File: src/rtl/tracker_pkg.sv
// Shared types and defaults for the target-colour paddle tracker.
package tracker_pkg;

  localparam int unsigned H_ACTIVE_DEF = 640;
  localparam int unsigned V_ACTIVE_DEF = 480;
  localparam int unsigned COORD_W      = 10;
  localparam int unsigned COORD_SUM_W  = COORD_W + 1;
  localparam int unsigned COUNT_W      = 19;
  localparam int unsigned RUN_W        = 4;
  localparam int unsigned LOST_W       = 8;

  typedef enum logic [1:0] {
    WAIT_SOF,
    ACCUM,
    PUBLISH
  } tracker_state_e;

  typedef struct packed {
    logic [COORD_W-1:0] x_min;
    logic [COORD_W-1:0] x_max;
    logic [COORD_W-1:0] y_min;
    logic [COORD_W-1:0] y_max;
  } bbox_t;

  // Empty box: mins at the top of the range so the first qualifying pixel wins.
  localparam bbox_t BBOX_INIT = '{x_min: '1, x_max: '0, y_min: '1, y_max: '0};

  function automatic logic [COORD_W-1:0] midpoint(input logic [COORD_W-1:0] a,
                                                   input logic [COORD_W-1:0] b);
    logic [COORD_SUM_W-1:0] sum;
    sum = COORD_SUM_W'(a) + COORD_SUM_W'(b);
    return sum[COORD_W:1];
  endfunction

endpackage

File: src/rtl/target_tracker_if.sv
// Raster-in / tracking-results-out bundle between the pixel pipeline and the tracker.
interface target_tracker_if;
  import tracker_pkg::*;

  logic                DE;
  logic [COORD_W-1:0]  x_pixel;
  logic [COORD_W-1:0]  y_pixel;
  logic                is_target_color;

  logic [COORD_W-1:0]  box_x_min;
  logic [COORD_W-1:0]  box_x_max;
  logic [COORD_W-1:0]  box_y_min;
  logic [COORD_W-1:0]  box_y_max;
  logic [COORD_W-1:0]  center_x;
  logic [COORD_W-1:0]  center_y;
  logic [COUNT_W-1:0]  pixel_count;
  logic                valid;
  logic                lost;
  logic                frame_done;

  modport master (
    output DE, x_pixel, y_pixel, is_target_color,
    input  box_x_min, box_x_max, box_y_min, box_y_max,
    input  center_x, center_y, pixel_count, valid, lost, frame_done
  );

  modport slave (
    input  DE, x_pixel, y_pixel, is_target_color,
    output box_x_min, box_x_max, box_y_min, box_y_max,
    output center_x, center_y, pixel_count, valid, lost, frame_done
  );

endinterface

File: src/rtl/target_tracker_run_filter.sv
// Horizontal run-length filter: flags target pixels belonging to runs of at least RUN_LEN.
module run_filter
  import tracker_pkg::*;
#(
  parameter int unsigned RUN_LEN = 4
) (
  input  logic               clk,
  input  logic               reset,
  input  logic               sample_en_i,
  input  logic [COORD_W-1:0] x_pixel_i,
  input  logic               is_target_color_i,
  output logic               qualify_first_c,
  output logic               qualify_cont_c,
  output logic [COORD_W-1:0] run_start_x_c
);

  logic [RUN_W-1:0] run_q;
  logic [RUN_W-1:0] run_d;
  logic [RUN_W-1:0] run_base;

  // Column 0 restarts the run before evaluation so runs never wrap across lines.
  always_comb begin
    run_base        = (x_pixel_i == '0) ? '0 : run_q;
    run_d           = run_q;
    qualify_first_c = 1'b0;
    qualify_cont_c  = 1'b0;
    run_start_x_c   = x_pixel_i - COORD_W'(RUN_LEN - 1);
    if (sample_en_i) begin
      if (!is_target_color_i) begin
        run_d = '0;
      end else if (run_base == RUN_W'(RUN_LEN)) begin
        run_d          = run_base;
        qualify_cont_c = 1'b1;
      end else begin
        run_d           = run_base + RUN_W'(1);
        qualify_first_c = (run_d == RUN_W'(RUN_LEN));
      end
    end
  end

  always_ff @(posedge clk) begin
    if (reset) run_q <= '0;
    else       run_q <= run_d;
  end

endmodule

File: src/rtl/target_tracker.sv
// Per-frame bounding-box tracker: accumulates filtered target pixels and publishes
// box, centre, count and valid/lost status once per frame.
module target_tracker
  import tracker_pkg::*;
#(
  parameter int unsigned H_ACTIVE    = H_ACTIVE_DEF,
  parameter int unsigned V_ACTIVE    = V_ACTIVE_DEF,
  parameter int unsigned RUN_LEN     = 4,
  parameter int unsigned MIN_PIXELS  = 64,
  parameter int unsigned LOST_FRAMES = 8
) (
  input  logic             clk,
  input  logic             reset,
  target_tracker_if.slave  trk
);

  tracker_state_e     state_q;
  bbox_t              acc_box_q,   acc_box_d,   base_box;
  logic [COUNT_W-1:0] acc_count_q, acc_count_d, base_count;

  bbox_t              pub_box_q;
  logic [COORD_W-1:0] center_x_q, center_y_q;
  logic [COUNT_W-1:0] pixel_count_q;
  logic               valid_q, lost_q, frame_done_q;
  logic [LOST_W-1:0]  lost_cnt_q, lost_cnt_inc;

  logic               qualify_first, qualify_cont;
  logic [COORD_W-1:0] run_start_x;
  logic               sof, eof, accept;

  run_filter #(.RUN_LEN(RUN_LEN)) u_run_filter (
    .clk              (clk),
    .reset            (reset),
    .sample_en_i      (trk.DE),
    .x_pixel_i        (trk.x_pixel),
    .is_target_color_i(trk.is_target_color),
    .qualify_first_c  (qualify_first),
    .qualify_cont_c   (qualify_cont),
    .run_start_x_c    (run_start_x)
  );

  assign sof    = trk.DE && (trk.x_pixel == '0) && (trk.y_pixel == '0);
  assign eof    = trk.DE && (trk.x_pixel == COORD_W'(H_ACTIVE - 1))
                         && (trk.y_pixel == COORD_W'(V_ACTIVE - 1));
  assign accept = trk.DE && ((state_q != WAIT_SOF) || sof);

  // In PUBLISH the accumulators restart from empty, so an overlapping SOF pixel is kept.
  always_comb begin
    base_box    = (state_q == PUBLISH) ? BBOX_INIT : acc_box_q;
    base_count  = (state_q == PUBLISH) ? '0        : acc_count_q;
    acc_box_d   = base_box;
    acc_count_d = base_count;
    if (accept && (qualify_first || qualify_cont)) begin
      if (qualify_first) begin
        acc_count_d = base_count + COUNT_W'(RUN_LEN);
        if (run_start_x < base_box.x_min) acc_box_d.x_min = run_start_x;
      end else begin
        acc_count_d = base_count + COUNT_W'(1);
      end
      if (trk.x_pixel > base_box.x_max) acc_box_d.x_max = trk.x_pixel;
      if (trk.y_pixel < base_box.y_min) acc_box_d.y_min = trk.y_pixel;
      if (trk.y_pixel > base_box.y_max) acc_box_d.y_max = trk.y_pixel;
    end
  end

  assign lost_cnt_inc = (lost_cnt_q == LOST_W'(LOST_FRAMES)) ? lost_cnt_q
                                                              : lost_cnt_q + LOST_W'(1);

  always_ff @(posedge clk) begin
    if (reset) begin
      state_q       <= WAIT_SOF;
      acc_box_q     <= BBOX_INIT;
      acc_count_q   <= '0;
      pub_box_q     <= '0;
      center_x_q    <= '0;
      center_y_q    <= '0;
      pixel_count_q <= '0;
      valid_q       <= 1'b0;
      lost_q        <= 1'b0;
      frame_done_q  <= 1'b0;
      lost_cnt_q    <= '0;
    end else begin
      acc_box_q    <= acc_box_d;
      acc_count_q  <= acc_count_d;
      frame_done_q <= 1'b0;
      case (state_q)
        WAIT_SOF: if (sof) state_q <= ACCUM;
        ACCUM:    if (eof) state_q <= PUBLISH;
        PUBLISH: begin
          state_q       <= ACCUM;
          frame_done_q  <= 1'b1;
          pixel_count_q <= acc_count_q;
          if (acc_count_q >= COUNT_W'(MIN_PIXELS)) begin
            valid_q    <= 1'b1;
            lost_cnt_q <= '0;
            lost_q     <= 1'b0;
            pub_box_q  <= acc_box_q;
            center_x_q <= midpoint(acc_box_q.x_min, acc_box_q.x_max);
            center_y_q <= midpoint(acc_box_q.y_min, acc_box_q.y_max);
          end else begin
            valid_q    <= 1'b0;
            lost_cnt_q <= lost_cnt_inc;
            lost_q     <= (lost_cnt_inc == LOST_W'(LOST_FRAMES));
          end
        end
        default: state_q <= WAIT_SOF;
      endcase
    end
  end

  assign trk.box_x_min   = pub_box_q.x_min;
  assign trk.box_x_max   = pub_box_q.x_max;
  assign trk.box_y_min   = pub_box_q.y_min;
  assign trk.box_y_max   = pub_box_q.y_max;
  assign trk.center_x    = center_x_q;
  assign trk.center_y    = center_y_q;
  assign trk.pixel_count = pixel_count_q;
  assign trk.valid       = valid_q;
  assign trk.lost        = lost_q;
  assign trk.frame_done  = frame_done_q;

endmodule
File: src/flat_wrapper.sv
// flat-port wrapper written by rule: the top's interface ports become plain ports
module target_tracker_flat import tracker_pkg::*;
#(
  parameter int unsigned H_ACTIVE    = H_ACTIVE_DEF,
  parameter int unsigned V_ACTIVE    = V_ACTIVE_DEF,
  parameter int unsigned RUN_LEN     = 4,
  parameter int unsigned MIN_PIXELS  = 64,
  parameter int unsigned LOST_FRAMES = 8
)
  (clk, reset, trk_DE, trk_x_pixel, trk_y_pixel, trk_is_target_color, trk_box_x_min, trk_box_x_max, trk_box_y_min, trk_box_y_max, trk_center_x, trk_center_y, trk_pixel_count, trk_valid, trk_lost, trk_frame_done);
  target_tracker_if trk_i ();
  input  logic clk;
  input  logic reset;
  input wire logic [$bits(trk_i.DE)-1:0] trk_DE;
  input wire logic [$bits(trk_i.x_pixel)-1:0] trk_x_pixel;
  input wire logic [$bits(trk_i.y_pixel)-1:0] trk_y_pixel;
  input wire logic [$bits(trk_i.is_target_color)-1:0] trk_is_target_color;
  output wire logic [$bits(trk_i.box_x_min)-1:0] trk_box_x_min;
  output wire logic [$bits(trk_i.box_x_max)-1:0] trk_box_x_max;
  output wire logic [$bits(trk_i.box_y_min)-1:0] trk_box_y_min;
  output wire logic [$bits(trk_i.box_y_max)-1:0] trk_box_y_max;
  output wire logic [$bits(trk_i.center_x)-1:0] trk_center_x;
  output wire logic [$bits(trk_i.center_y)-1:0] trk_center_y;
  output wire logic [$bits(trk_i.pixel_count)-1:0] trk_pixel_count;
  output wire logic [$bits(trk_i.valid)-1:0] trk_valid;
  output wire logic [$bits(trk_i.lost)-1:0] trk_lost;
  output wire logic [$bits(trk_i.frame_done)-1:0] trk_frame_done;
  assign trk_i.DE = trk_DE;
  assign trk_i.x_pixel = trk_x_pixel;
  assign trk_i.y_pixel = trk_y_pixel;
  assign trk_i.is_target_color = trk_is_target_color;
  assign trk_box_x_min = trk_i.box_x_min;
  assign trk_box_x_max = trk_i.box_x_max;
  assign trk_box_y_min = trk_i.box_y_min;
  assign trk_box_y_max = trk_i.box_y_max;
  assign trk_center_x = trk_i.center_x;
  assign trk_center_y = trk_i.center_y;
  assign trk_pixel_count = trk_i.pixel_count;
  assign trk_valid = trk_i.valid;
  assign trk_lost = trk_i.lost;
  assign trk_frame_done = trk_i.frame_done;
  target_tracker #(.H_ACTIVE(H_ACTIVE), .V_ACTIVE(V_ACTIVE), .RUN_LEN(RUN_LEN), .MIN_PIXELS(MIN_PIXELS), .LOST_FRAMES(LOST_FRAMES)) u_core (.clk(clk), .reset(reset), .trk(trk_i));
endmodule
File: config.mk
export PLATFORM = sky130hd
export DESIGN_NAME = target_tracker_flat
export DESIGN_NICKNAME = d
export VERILOG_FILES = /design/src/rtl/tracker_pkg.sv /design/src/rtl/target_tracker_if.sv /design/src/rtl/target_tracker_run_filter.sv /design/src/rtl/target_tracker.sv /design/src/flat_wrapper.sv
export SDC_FILE = /design/constraint.sdc
export NUM_CORES = 1
export LEC_CHECK = 0
export CAP_MARGIN = 10
export CORE_AREA = 2 2 130 132
export CTS_CLUSTER_DIAMETER = 120
export DETAILED_ROUTE_END_ITERATION = 16
export DIE_AREA = 0 0 132 134
export PLACE_DENSITY_LB_ADDON = 0.15
export RECOVER_POWER = 100
export SYNTH_ARGS = -nofsm -noshare
export SYNTH_HDL_FRONTEND = slang
export SYNTH_SLANG_ARGS = --single-unit
File: constraint.sdc
create_clock -name clk -period 3.9 [get_ports clk]
set_clock_uncertainty 0.1 [all_clocks]
set_input_delay 0.78 -clock clk [delete_from_list [all_inputs] [get_ports clk]]
set_output_delay 0.78 -clock clk [all_outputs]
set_load 0.1 [all_outputs]
==> impl_table.tex <==
\begin{tabular}{lr}
\hline
Metric & Value \\
\hline
\multicolumn{2}{l}{\textbf{Min path}} \\
\quad Worst Hold Path EP & u\_core.trk.center\_x[6] \\
\quad Number of instances on the worst hold path & 2 \\
\quad Hold crit path type & reg -> reg \\
\quad Startpoint of the worst hold path & u\_core.trk.center\_x[6] \\
\multicolumn{2}{l}{\textbf{Cells and area}} \\
\quad Share of final-layout standard cells stronger than drive strength 1 & 0.0929 \\
\quad Final cell count without fillers & 1393 \\
\quad Final \#Nets & 1251 \\
\quad Finished layout cell area & 0.0104 mm\^{}2 \\
\quad Share of the core filled with cells & 0.638 \\
\quad Antenna fix cells & 0 \\
\quad Layout overhead on the synthesized area & 26.4\% \\
\quad Commonest non-fill, non-tap cell in the layout & sky130\_fd\_sc\_hd\_\_nand2\_1 \\
\quad Filler Cells Inserted & 1480 \\
\quad Highest-count cells in the layout ignoring fill and taps & sky130\_fd\_sc\_hd\_\_nand2\_1 (199), sky130\_fd\_sc\_hd\_\_dfxtp\_1 (155), sky130\_fd\_sc\_hd\_\_a21oi\_1 (105) \\
\multicolumn{2}{l}{\textbf{Synthesis}} \\
\quad Async SR Flop Fraction & 0 \\
\quad Number of synthesized register bits & 155 \\
\quad Sequential fraction of the synthesis area & 0.378 \\
\quad Unique masters post-synth & 64 \\
\quad Main synth FF type & sky130\_fd\_sc\_hd\_\_dfxtp\_1 \\
\quad Number of standard cells after synthesis & 1030 \\
\quad Mapped Area & 0.00822 mm\^{}2 \\
\quad Avg Synthesized Cell Area & 7.98 um\^{}2 \\
\quad Number of enable-type register cells in the synthesized netlist & 0 \\
\quad Net Count, Synth & 1121 \\
\quad Synthesis Warnings & 0 \\
\multicolumn{2}{l}{\textbf{Worst setup path}} \\
\quad Setup slack of the most critical reg-to-reg path & 340 ps \\
\quad Required time reported for the critical path endpoint & 4100 ps \\
\quad CP max FO & 6 \\
\quad Arrival time reported for the critical path endpoint & 3810 ps \\
\quad Endpoint kind of the worst setup timing path & flip-flop \\
\quad Startpoint type of the worst setup path & primary input \\
\quad Reg2Reg Depth & 11 \\
\quad Source of the worst register-to-register timing path & u\_core.state\_q[0] \\
\quad Worst r2r dst & u\_core.acc\_box\_q[7] \\
\quad Classification of the worst setup path & in -> reg \\
\multicolumn{2}{l}{\textbf{STA}} \\
\quad Hold slack final & 348 ps \\
\quad Ratio of final minimum period to clock period & 0.926 \\
\quad Maximum frequency from static timing analysis & 0.277 GHz \\
\quad Min cycle time layout & 3610 ps \\
\quad Worst Slack Setup Final & 287 ps \\
\quad RSZ-0062 raised after global routing & false \\
\quad Setup TNS Final & 0 ps \\
\quad Final-report max-slew violation count & 0 \\
\quad Slew at the pin closest to its max-slew limit & 1270 ps \\
\quad Count of endpoints failing setup in the final report & 0 \\
\quad Final hold viol count & 0 \\
\quad Headroom to the max-slew limit & 0.155 \\
\multicolumn{2}{l}{\textbf{Die}} \\
\quad Site Rows & 47 \\
\quad Core region area & 0.0163 mm\^{}2 \\
\quad Horiz. Die Dim & 132 um \\
\quad Overall die area & 0.0177 mm\^{}2 \\
\quad Top Ports & 106 \\
\quad Initial core utilization & 0.505 \\
\quad Die H & 134 um \\
\multicolumn{2}{l}{\textbf{Clock tree}} \\
\quad Post-cts hold buffer count & 0 \\
\quad CTS tree & yes \\
\quad CTS H-tree lvls & 4 \\
\quad Clock latency reported for the late side of the worst-skew pair & 430 ps \\
\quad Total CTS buffers & 17 \\
\quad Number of sinks driven by the clock tree & 155 \\
\quad Clock buffer depth & 2 \\
\quad Clock root buffer master & sky130\_fd\_sc\_hd\_\_clkbuf\_16 \\
\quad CTS clk-pin slew, worst paths & 60 ps \\
\multicolumn{2}{l}{\textbf{Pwr}} \\
\quad Power per Cell Area & 345 mW/mm\^{}2 \\
\quad Leakage power summed over all cells & 4.21 nW \\
\quad Maximum vdd drop & 0.302 mV \\
\quad Total power after layout & 3.59 mW \\
\multicolumn{2}{l}{\textbf{Route}} \\
\quad Initial DRC count & 537 \\
\quad Remaining routing DRC violations & 0 \\
\quad Number of nets with antenna violations after detailed routing & 0 \\
\quad Via count & 7790 \\
\quad Ratio of routed vias to standard cells & 5.59 \\
\quad Avg WL per Cell & 15.8 um \\
\quad Final Routed Wirelength & 22.0 mm \\
\quad Initial DRT Pass Iterations & 5 \\
\multicolumn{2}{l}{\textbf{GRT}} \\
\quad Wire length of the first global-routing pass & 35.7 mm \\
\quad Vias in the first global route & 7094 \\
\quad Antenna violations before repair & 0 \\
\quad Residual overflow from global routing & 0 \\
\quad Aggregate global-route resource usage & 0.249 \\
\quad Pin count of the biggest net entering global routing & 48 \\
\multicolumn{2}{l}{\textbf{Placement}} \\
\quad Worst setup slack after placement & -123 ps \\
\quad Routability congestion estimate from global placement & 0.942 \\
\quad IO Port Bufs & 105 \\
\quad Total half-perimeter wirelength after legalization and detailed placement & 15.9 mm \\
\quad Area after detailed placement & 0.00979 mm\^{}2 \\
\quad Number of placed instances, taps included & 1360 \\
\multicolumn{2}{l}{\textbf{Run status}} \\
\quad Result of the run & complete, no violations \\
\multicolumn{2}{l}{\textbf{Job}} \\
\quad Number of maximum-capacitance constraint violations & 0 \\
\hline
\end{tabular}
-- worst max-delay path, cell delays in order --
cell	delay (ps)
sky130_fd_sc_hd__clkdlybuf4s50_1	440
sky130_fd_sc_hd__inv_1	100
sky130_fd_sc_hd__ha_1	140
sky130_fd_sc_hd__nor4b_2	270
sky130_fd_sc_hd__nand3_1	160
sky130_fd_sc_hd__and2_1	220
sky130_fd_sc_hd__inv_1	60
sky130_fd_sc_hd__ha_1	150
sky130_fd_sc_hd__nand3b_1	100
sky130_fd_sc_hd__a31o_2	240
sky130_fd_sc_hd__nor2_1	200
sky130_fd_sc_hd__nand4_1	120
sky130_fd_sc_hd__buf_4	170
sky130_fd_sc_hd__a2111oi_1	430
sky130_fd_sc_hd__xnor2_1	170
sky130_fd_sc_hd__nor2_1	60
-- where the power goes --
| part | leakage [nW] | switching (mW) | internal, mW |
|---|---|---|---|
| clock | 0.321 | 0.690 | 1.14 |
| combinational | 2.64 | 0.103 | 0.0734 |
| sequential | 1.25 | 0.000861 | 1.58 |
-- repair_timing --
item,in CTS,in global routing
resized for setup,0,1
setup endpoints to repair,0,1
setup buffers,0,0
-- state kept, by name, summed over array words and instances (netlist names), 2 cells and up --
| register | count |
|---|---|
| u_core.acc_count_q | 19 |
| u_core.trk.box_x_max | 10 |
| u_core.acc_box_q | 40 |
| u_core.state_q | 2 |
| u_core.trk.box_x_min | 10 |
| u_core.lost_cnt_q | 8 |
| u_core.trk.center_y | 10 |
| u_core.trk.center_x | 10 |
| u_core.trk.box_y_min | 10 |
| u_core.trk.box_y_max | 10 |
| u_core.u_run_filter.run_q | 4 |
| u_core.trk.pixel_count | 19 |
-- cell usage after synthesis, types with 3 or more instances --
| library cell | instances | area share |
|---|---|---|
| sky130_fd_sc_hd__and3_1 | 14 | 0.011 |
| sky130_fd_sc_hd__a21boi_0 | 11 | 0.010 |
| sky130_fd_sc_hd__o21ai_0 | 46 | 0.028 |
| sky130_fd_sc_hd__o31ai_1 | 7 | 0.0064 |
| sky130_fd_sc_hd__and2_1 | 7 | 0.0053 |
| sky130_fd_sc_hd__o21bai_1 | 3 | 0.0027 |
| sky130_fd_sc_hd__or3_1 | 4 | 0.0030 |
| sky130_fd_sc_hd__or2_2 | 5 | 0.0038 |
| sky130_fd_sc_hd__o21a_1 | 9 | 0.0082 |
| sky130_fd_sc_hd__o2111ai_1 | 3 | 0.0032 |
| sky130_fd_sc_hd__a21o_1 | 8 | 0.0073 |
| sky130_fd_sc_hd__buf_6 | 3 | 0.0041 |
| sky130_fd_sc_hd__nor3_1 | 32 | 0.019 |
| sky130_fd_sc_hd__mux2_2 | 8 | 0.011 |
| sky130_fd_sc_hd__or4_1 | 10 | 0.0091 |
| sky130_fd_sc_hd__buf_1 | 5 | 0.0023 |
| sky130_fd_sc_hd__and4_1 | 3 | 0.0032 |
| sky130_fd_sc_hd__nor4_1 | 6 | 0.0046 |
| sky130_fd_sc_hd__xor2_1 | 6 | 0.0064 |
| sky130_fd_sc_hd__nor2b_1 | 9 | 0.0068 |
| sky130_fd_sc_hd__nand2_1 | 199 | 0.091 |
| sky130_fd_sc_hd__o211ai_1 | 6 | 0.0055 |
| sky130_fd_sc_hd__nor2_1 | 82 | 0.037 |
| sky130_fd_sc_hd__nand3b_1 | 5 | 0.0046 |
| sky130_fd_sc_hd__ha_1 | 65 | 0.099 |
| sky130_fd_sc_hd__o21ai_1 | 3 | 0.0018 |
| sky130_fd_sc_hd__clkbuf_1 | 45 | 0.021 |
| sky130_fd_sc_hd__dfxtp_1 | 155 | 0.38 |
| sky130_fd_sc_hd__inv_1 | 28 | 0.013 |
| sky130_fd_sc_hd__nand3_1 | 31 | 0.019 |
| sky130_fd_sc_hd__nand2b_1 | 4 | 0.0030 |
| sky130_fd_sc_hd__nand4_1 | 11 | 0.0084 |
| sky130_fd_sc_hd__a211oi_1 | 11 | 0.010 |
| sky130_fd_sc_hd__a21oi_1 | 105 | 0.064 |
| sky130_fd_sc_hd__nor4b_1 | 4 | 0.0043 |
| sky130_fd_sc_hd__mux2i_1 | 6 | 0.0073 |
| sky130_fd_sc_hd__a31oi_1 | 15 | 0.011 |
| sky130_fd_sc_hd__xnor2_1 | 23 | 0.025 |
-- kinds of logic after synthesis --
| logic type | count (synthesis) | share of synthesized area |
|---|---|---|
| AND/OR/NAND/NOR | 431 | 0.240 |
| AO/OA/AOI/OAI | 251 | 0.189 |
| flip-flops | 155 | 0.378 |
| buffers and inverters | 83 | 0.0408 |
| adder cells (fa/ha/maj) | 67 | 0.104 |
| XOR/XNOR | 29 | 0.0309 |
| multiplexers | 14 | 0.0183 |
-- per-layer routing --
layer	share of wire	vias up	routed length (um)	track usage
met5	0	-	0	0
met4	0.013	0	284	0.0755
met3	0.052	24	1140	0.0389
met2	0.45	221	9880	0.395
met1	0.49	3643	10700	0.350
li1	-	3902	-	-
-- how the worst max path moves through the flow --
stage | slack, ps | endpoint | start
2_1_floorplan | 50 | u_core.acc_count_q[15] | trk_x_pixel[0]
3_3_place_gp | -110 | u_core.acc_box_q[17] | trk_x_pixel[0]
3_5_place_dp | -120 | u_core.acc_box_q[12] | trk_x_pixel[1]
4_1_cts | 300 | u_core.acc_box_q[12] | trk_x_pixel[1]
5_1_grt | 10 | u_core.acc_box_q[13] | trk_x_pixel[1]
6_report | 290 | u_core.acc_count_q[14] | trk_x_pixel[1]
-- final cells by class --
class	count	area, um^2	share of cell area
well taps	220	275	0.0265
flip-flops and latches	155	3100	0.299
clock inverters	11	180	0.0173
repair buffers	164	1460	0.141
clock buffers	21	470	0.0453
multi-input cells	793	4790	0.461
inverters	29	109	0.0105
Power figures use the tool's default switching activity.
